[src/rtl/cordic_pkg.sv]
// Shared types and constants for the CORDIC iteration controller.
package cordic_pkg;

    localparam int W_DEF    = 32;
    localparam int N_DEF    = 4;
    localparam int ITER_DEF = 16;

    typedef enum logic [2:0] {
        S_IDLE  = 3'd0,
        S_LOAD  = 3'd1,
        S_ISSUE = 3'd2,
        S_WAIT  = 3'd3,
        S_NEXT  = 3'd4,
        S_DONE  = 3'd5
    } state_e;

    // Direction bits ordered {sub_x, sub_y, sub_z}
    localparam logic [2:0] DIR_POS = 3'b101;
    localparam logic [2:0] DIR_NEG = 3'b010;

    function automatic logic [2:0] dir_bits(input logic z_neg);
        return z_neg ? DIR_NEG : DIR_POS;
    endfunction

endpackage

[src/rtl/cordic_iter_counter.sv]
// Iteration index register: clear-to-zero, saturating increment,
// and a flag for the final iteration.
module cordic_iter_counter
    import cordic_pkg::*;
#(
    parameter int N    = N_DEF,
    parameter int ITER = ITER_DEF
) (
    input  logic         clk,
    input  logic         rst,
    input  logic         zero,
    input  logic         inc,
    output logic [N-1:0] idx,
    output logic         last
);

    localparam logic [N-1:0] LAST_IDX = N'(ITER - 1);

    logic [N-1:0] idx_d;
    logic [N-1:0] idx_q;

    always_comb begin
        idx_d = idx_q;
        if (zero) begin
            idx_d = '0;
        end else if (inc && !last) begin
            idx_d = idx_q + N'(1);
        end
    end

    always_ff @(posedge clk or negedge rst) begin
        if (!rst) begin
            idx_q <= '0;
        end else begin
            idx_q <= idx_d;
        end
    end

    assign idx  = idx_q;
    assign last = (idx_q == LAST_IDX);

endmodule

[src/rtl/cordic_angle_sequencer.sv]
// Drives the atan LUT, latches rotation directions from z and
// launches one add/sub micro-rotation per iteration.
module cordic_angle_sequencer
    import cordic_pkg::*;
#(
    parameter int W    = W_DEF,
    parameter int N    = N_DEF,
    parameter int ITER = ITER_DEF
) (
    input  logic         clk,
    input  logic         rst,
    input  logic         beg,
    input  logic         clr,
    input  logic         z_sign,
    input  logic         iter_ack,
    input  logic [W-1:0] lut_data,
    output logic [N-1:0] lut_addr,
    output logic [W-1:0] atan_q,
    output logic [N-1:0] shift_amt,
    output logic         sub_x,
    output logic         sub_y,
    output logic         sub_z,
    output logic         iter_start,
    output logic         busy,
    output logic         done
);

    state_e       state_d, state_q;
    logic [W-1:0] atan_d;
    logic [N-1:0] shift_d, shift_q;
    logic [2:0]   dir_d, dir_q;
    logic         start_d, start_q;
    logic         busy_d, busy_q;
    logic         done_d, done_q;
    logic         cnt_zero, cnt_inc;
    logic [N-1:0] idx;
    logic         last;

    cordic_iter_counter #(
        .N    (N),
        .ITER (ITER)
    ) u_cnt (
        .clk  (clk),
        .rst  (rst),
        .zero (cnt_zero),
        .inc  (cnt_inc),
        .idx  (idx),
        .last (last)
    );

    always_comb begin
        state_d  = state_q;
        atan_d   = atan_q;
        shift_d  = shift_q;
        dir_d    = dir_q;
        cnt_zero = 1'b0;
        cnt_inc  = 1'b0;
        unique case (state_q)
            S_IDLE: begin
                if (beg) begin
                    cnt_zero = 1'b1;
                    state_d  = S_LOAD;
                end
            end
            S_LOAD: begin
                atan_d  = lut_data;
                shift_d = idx;
                dir_d   = dir_bits(z_sign);
                state_d = S_ISSUE;
            end
            S_ISSUE: state_d = S_WAIT;
            S_WAIT: begin
                if (iter_ack) begin
                    state_d = S_NEXT;
                end
            end
            S_NEXT: begin
                if (last) begin
                    state_d = S_DONE;
                end else begin
                    cnt_inc = 1'b1;
                    state_d = S_LOAD;
                end
            end
            S_DONE:  state_d = S_IDLE;
            default: state_d = S_IDLE;
        endcase
        // Abort freezes the datapath registers and drops back to idle
        if (clr) begin
            state_d  = S_IDLE;
            atan_d   = atan_q;
            shift_d  = shift_q;
            dir_d    = dir_q;
            cnt_zero = 1'b0;
            cnt_inc  = 1'b0;
        end
        start_d = (state_d == S_ISSUE);
        busy_d  = state_d inside {S_LOAD, S_ISSUE, S_WAIT, S_NEXT};
        done_d  = (state_q == S_DONE) && !clr;
    end

    always_ff @(posedge clk or negedge rst) begin
        if (!rst) begin
            state_q <= S_IDLE;
            atan_q  <= '0;
            shift_q <= '0;
            dir_q   <= '0;
            start_q <= 1'b0;
            busy_q  <= 1'b0;
            done_q  <= 1'b0;
        end else begin
            state_q <= state_d;
            atan_q  <= atan_d;
            shift_q <= shift_d;
            dir_q   <= dir_d;
            start_q <= start_d;
            busy_q  <= busy_d;
            done_q  <= done_d;
        end
    end

    assign lut_addr   = idx;
    assign shift_amt  = shift_q;
    assign sub_x      = dir_q[2];
    assign sub_y      = dir_q[1];
    assign sub_z      = dir_q[0];
    assign iter_start = start_q;
    assign busy       = busy_q;
    assign done       = done_q;

endmodule
[config.mk]
export PLATFORM = sky130hd
export DESIGN_NAME = cordic_angle_sequencer
export DESIGN_NICKNAME = d
export VERILOG_FILES = /design/src/rtl/cordic_pkg.sv /design/src/rtl/cordic_iter_counter.sv /design/src/rtl/cordic_angle_sequencer.sv
export SDC_FILE = /design/constraint.sdc
export NUM_CORES = 1
export LEC_CHECK = 0
export ABC_AREA = 1
export BUFFER_PORTS_ARGS = -buffer_cell sky130_fd_sc_hd__buf_2
export CAP_MARGIN = 40
export CORE_ASPECT_RATIO = 0.6
export CORE_UTILIZATION = 41
export DETAILED_ROUTE_END_ITERATION = 10
export PLACE_DENSITY = 0.75
export SLEW_MARGIN = 20
export SYNTH_ARGS = -nofsm -noshare
export SYNTH_HDL_FRONTEND = slang
export SYNTH_SLANG_ARGS = --single-unit
[constraint.sdc]
create_clock -name clk -period 1.5 [get_ports clk]
set_clock_uncertainty 0.2 [all_clocks]
set_input_delay 0.225 -clock clk [delete_from_list [all_inputs] [get_ports clk]]
set_output_delay 0.225 -clock clk [all_outputs]
set_load 0.01 [all_outputs]
# Yosys cells after proc, flatten, opt, wreduce, memory -nomap -nowiden

Index checks and enable logic that the tools add are counted.

Logic and storage cells: 42
Bits of input ports: 38
Output and inout bits: 46
Register bits after elaboration: 49

Add/sub/neg operators: 1
Bitwise operators: 1
Mux-type cells: 14
Reduce and logical (&&, ||, !) cells: 8
Equal/unequal tests: 10

Operators with widths:

| kind                  | count |
|---|---|
| $mux W3               | 5 |
| $pmux W3 S5           | 1 |
| $eq A3 B2 Y1 const B  | 4 |
| $eq A3 B3 Y1 const B  | 3 |
| $mux W4               | 2 |
| $eq A3 B1 Y1 const B  | 2 |
| $mux W1               | 6 |
| $add A4 B1 Y4 const B | 1 |
| $eq A4 B4 Y1 const B  | 1 |
| $reduce_bool A4 Y1    | 1 |
| $logic_not A3 Y1      | 1 |
| $logic_and A1 B1 Y1   | 2 |
| $logic_not A1 Y1      | 2 |
| $reduce_and A2 Y1     | 1 |
| $reduce_bool A2 Y1    | 1 |
| $not A1 Y1            | 1 |

# Depth between registers and ports, before layout

Word-level depth: 7
Gate-level depth with buffers: 8
Gate-level depth less buffers: 8

# Modules after synthesis

From an unflattened synthesis, not the netlist that was laid out.

Cells, all modules: 220
Area total of the unflattened synthesis: 2023.2 um^2

By module, submodules not included:

| module                 | instances | area each (um^2) | cells each | seq. area each (um^2) |
|---|---|---|---|---|
| cordic_angle_sequencer | 1         | 1798.0           | 191        | 1101.1 |
| cordic_iter_counter    | 1         | 225.2            | 29         | 100.1 |

# Least setup slack after synthesis

OpenSTA, ideal clock, no wires.

Path kind: register -> register
Start point: register u_cnt.idx_q[0], in the netlist u_cnt.idx[0]
End point: register u_cnt.idx_q[2], in the netlist u_cnt.idx[2]
Arrival time: 1165 ps
Clock period less this slack: 1442 ps
Setup time: 77 ps
Stages on the path, launching flop included: 7
Path slack: 58 ps
Data required time: 1223 ps
Buffers on the path: 0
Cell sequence: dfrtp_1 ha_1 nand3_1 nand4_1 nand2_2 nand2_2 a21oi_1

Longest elaborated chain between the ends: 6
Elaborated cells between the ends (all ways): 10
Those cells by class: 1 x add/sub; 1 x eq/ne; 5 x mux; 3 x reduce/logical

RTL lines:

| element                      | RTL line                     | text |
|---|---|---|
| start: declaration           | cordic_iter_counter.sv:20    | `logic [N-1:0] idx_q;` |
| start signal: assignment     | cordic_iter_counter.sv:35    | `idx_q <= idx_d;` |
| $eq A4 B4 Y1                 | cordic_iter_counter.sv:40    | `assign last = (idx_q == LAST_IDX);` |
| $mux W1                      | cordic_angle_sequencer.sv:78 | `if (last) begin` |
| $mux W1                      | cordic_angle_sequencer.sv:58 | `unique case (state_q)` |
| $mux W1                      | cordic_angle_sequencer.sv:89 | `if (clr) begin` |
| $logic_and A1 B1 Y1          | cordic_iter_counter.sv:26    | `end else if (inc && !last) begin` |
| $reduce_bool A2 Y1 (no line) | --                           |  |

Several ways; a longest one is shown, not always the timed one. The select of a mux whose other input is x is not followed.
A chain may end at the register's enable or synchronous reset.

# Worst setup path in the final report

Start point: register u_cnt.idx_q[1], in the netlist u_cnt.idx[1]
End point: register u_cnt.idx_q[2], in the netlist u_cnt.idx[2]

Same word-level chain as after synthesis.

==> results_dict.tcl <==
set metrics [dict create \
    grt_max_degree 49 \
    cts.sinks 48 \
    vdd_drop_max_uv 741 \
    yosys_register_bits 48 \
    synthArstFlopShare_pct 100 \
    cts_buffer_depth 2 \
    die_height_um 56.6 \
    dp_cells 367 \
    setup_tns_ns 0 \
    final_util_pct 64.9 \
    power_leakage_nw 1.67 \
    place.port_buffers 83 \
    seqCellArea_sq_um 1200 \
    grt_pass1_vias 1851 \
    p_per_area_nw_per_um2 1400 \
    gp_congestion 0.840 \
    cp-startpoint "u_cnt.idx[1]" \
    cp-end-kind "flip-flop" \
    wl_per_cell_um 12.1 \
    synth-main-ff-cell "dfrtp_1" \
    syn-num-nets 262 \
    drt-total-wl_um 5010 \
    drt_first_pass_iters 4 \
    die_area_sq_um 5260 \
    met3_usage_pct 6.10 \
    r2r_start "u_cnt.idx[1]" \
    syn_to_final_growth_pct 48.6 \
    synth_edf_count 0 \
    clk_pin_slew_ns 0.08 \
    finalPower_mw 4.24 \
    vias_per_cell 4.54 \
    cap_violations 0 \
    core_sq_um 4660 \
    r2r-end "u_cnt.idx[2]" \
    insertion_delay_ns 0.29 \
    grt_pass1_wl_um 8310 \
    hold_viol 0 \
    final_cell_area_sq_um 3020 \
    synth_top_family_by_area "simple AND/OR/NAND/NOR gates" \
    ys_warn_count 0 \
    setup_violations 0 \
    grtUsageTotal_pct 20.4 \
    std_cell_rows 19 \
    post_dp_cell_area_sq_um 2530 \
    outcome "completed" \
    fin_crit_ns 1.45 \
    synth-xor-area-share_pct 0.430 \
    finalCritPeriodShare_pct 96.5 \
    rsz0062_at_grt "true" \
    ant_nets 0 \
    fill_cells 380 \
    holdWs_ns 0.113 \
    met1_usage_pct 27.7 \
    maxSlewHeadroom_pct 71.1 \
    path_max_fanout 3 \
    crit_type "flip-flop to flip-flop" \
    antennaDiodeCount 0 \
    busiest_layer "met2" \
    crit_arrival_ns 1.42 \
    r2r_slack_ns 0.05 \
    worstMarginPinSlew_ns 0.429 \
    r2r_cells 5 \
    muxShareOfSynthArea_pct 0 \
    grt_overflow 0 \
    synth_compound_area_share_pct 3.07 \
    clock.fmax_mhz 691 \
    cts_buffers 5 \
    setup_ws_ns 0.0522 \
    cts_root_buf "clkbuf_8" \
    min_from "beg" \
    synth-simple-area-share_pct 30.7 \
    htree_levels 2 \
    final_nets 388 \
    endpoint "u_cnt.idx[2]" \
    io-pin-count 84 \
    multi_input_area_sq_um 728 \
    use_met2_pct 32.6 \
    die_w_um 93.0 \
    yosysUniqueCellTypes 25 \
    netlist_area_sq_um 2040 \
    layout.cells.non_filler 413 \
    avgSynthCellArea_sq_um 9.13 \
    antenna_found_initial 0 \
    yosys.area_share.adder_pct 0.615 \
    synthCells 223 \
    drive_gt1_share_pct 36.3 \
    start_util_pct 43.7 \
    critPathLaunchType "flip-flop" \
    required_ns 1.47 \
    drt-initial-drc-count 102 \
    cts_tree "yes" \
    maxSlewViolCount 0 \
    dp_hpwl_um 2980 \
    dp_slack_ns 0.0134 \
    post-route-drc-count 0 \
    via_count 1876 \
    yosysSeqAreaShare_pct 59.0 \
    hold_path.class "input port to flip-flop" \
]
## logic make-up after synthesis
group,count (synthesis)
fa+ha+maj,1
simple gates,139
xor+xnor,1
buf+inv,22
flops,48
compound gates,12
## state kept, by name, indices dropped and copies added (netlist names)
name        cells
shift_amt       4
u_cnt.idx       4
iter_start      1
state_q         3
done            1
busy            1
dir_q           2
atan_q         32
## repair_timing
| item | in CTS | in global routing |
|---|---|---|
| setup endpoints to repair | 0 | 38 |
| hold endpoints to repair | 83 | 0 |
| setup buffers | 0 | 2 |
| hold buffers | 36 | 0 |
| resized for setup | 0 | 8 |
## synth_stat cells (2+ instances only)
cell type,count,area [sq um]
nand2_1,103,387
o21ai_1,8,40.0
o21ai_0,2,10.0
buf_6,2,22.5
buf_2,2,10.0
nor2_4,4,45.0
buf_4,3,22.5
dfrtp_1,48,1200
nand3_1,11,55.1
inv_1,11,41.3
nor2_1,2,7.51
inv_2,2,7.51
nand4_1,2,12.5
nand2_2,12,75.1
## layout make-up
| class | instances | share of cell area (%) |
|---|---|---|
| repair buffers | 127 | 28.5 |
| well taps | 63 | 2.61 |
| flip-flops and latches | 48 | 39.8 |
| inverters | 14 | 1.99 |
| clock buffers | 7 | 2.85 |
| multi-input cells | 153 | 24.1 |
| clock inverters | 1 | 0.248 |
## report_power, final
part | total [mW] | switching (mW) | internal (mW)
clock | 0.784 | 0.409 | 0.375
sequential | 1.98 | 0.265 | 1.72
combinational | 1.47 | 0.800 | 0.672
## cell usage in the layout (no fill, tap or decap), types with 2 or more instances in the layout
cell	count
nand2_1	103
buf_12	2
nor2_2	2
inv_1	11
buf_4	6
dlygate4sd3_1	36
nand2_2	12
o21ai_0	2
nand3_2	3
buf_2	83
inv_2	2
o21ai_1	8
nor2_4	4
nand4_1	2
nand3_1	9
clkbuf_8	6
dfrtp_1	47
## routing by layer
| metal | wire (um) | vias to the layer above |
|---|---|---|
| li1 | - | 940 |
| met1 | 2380 | 850 |
| met2 | 2200 | 82 |
| met3 | 396 | 4 |
| met4 | 35 | 0 |
| met5 | 0 | - |
## worst min-delay path by stage
stage / endpoint / slack (ns) / cells past startpoint
floorplan: atan_q[0] / -0.27 / 0
global placement: done / 0.03 / 2
detailed placement: shift_amt[3] / 0.03 / 2
CTS: state_q[0] / 0.11 / 5
global route: state_q[1] / 0.15 / 4
finish: state_q[0] / 0.11 / 5
## critical path: stages (launching register included)
cell and delay (ns):
dfrtp_1 0.40, ha_2 0.21, nand3_2 0.10, nand4_1 0.12
o21ai_0 0.26, a21oi_2 0.05
Note: power is estimated with default switching activity, not from simulation.
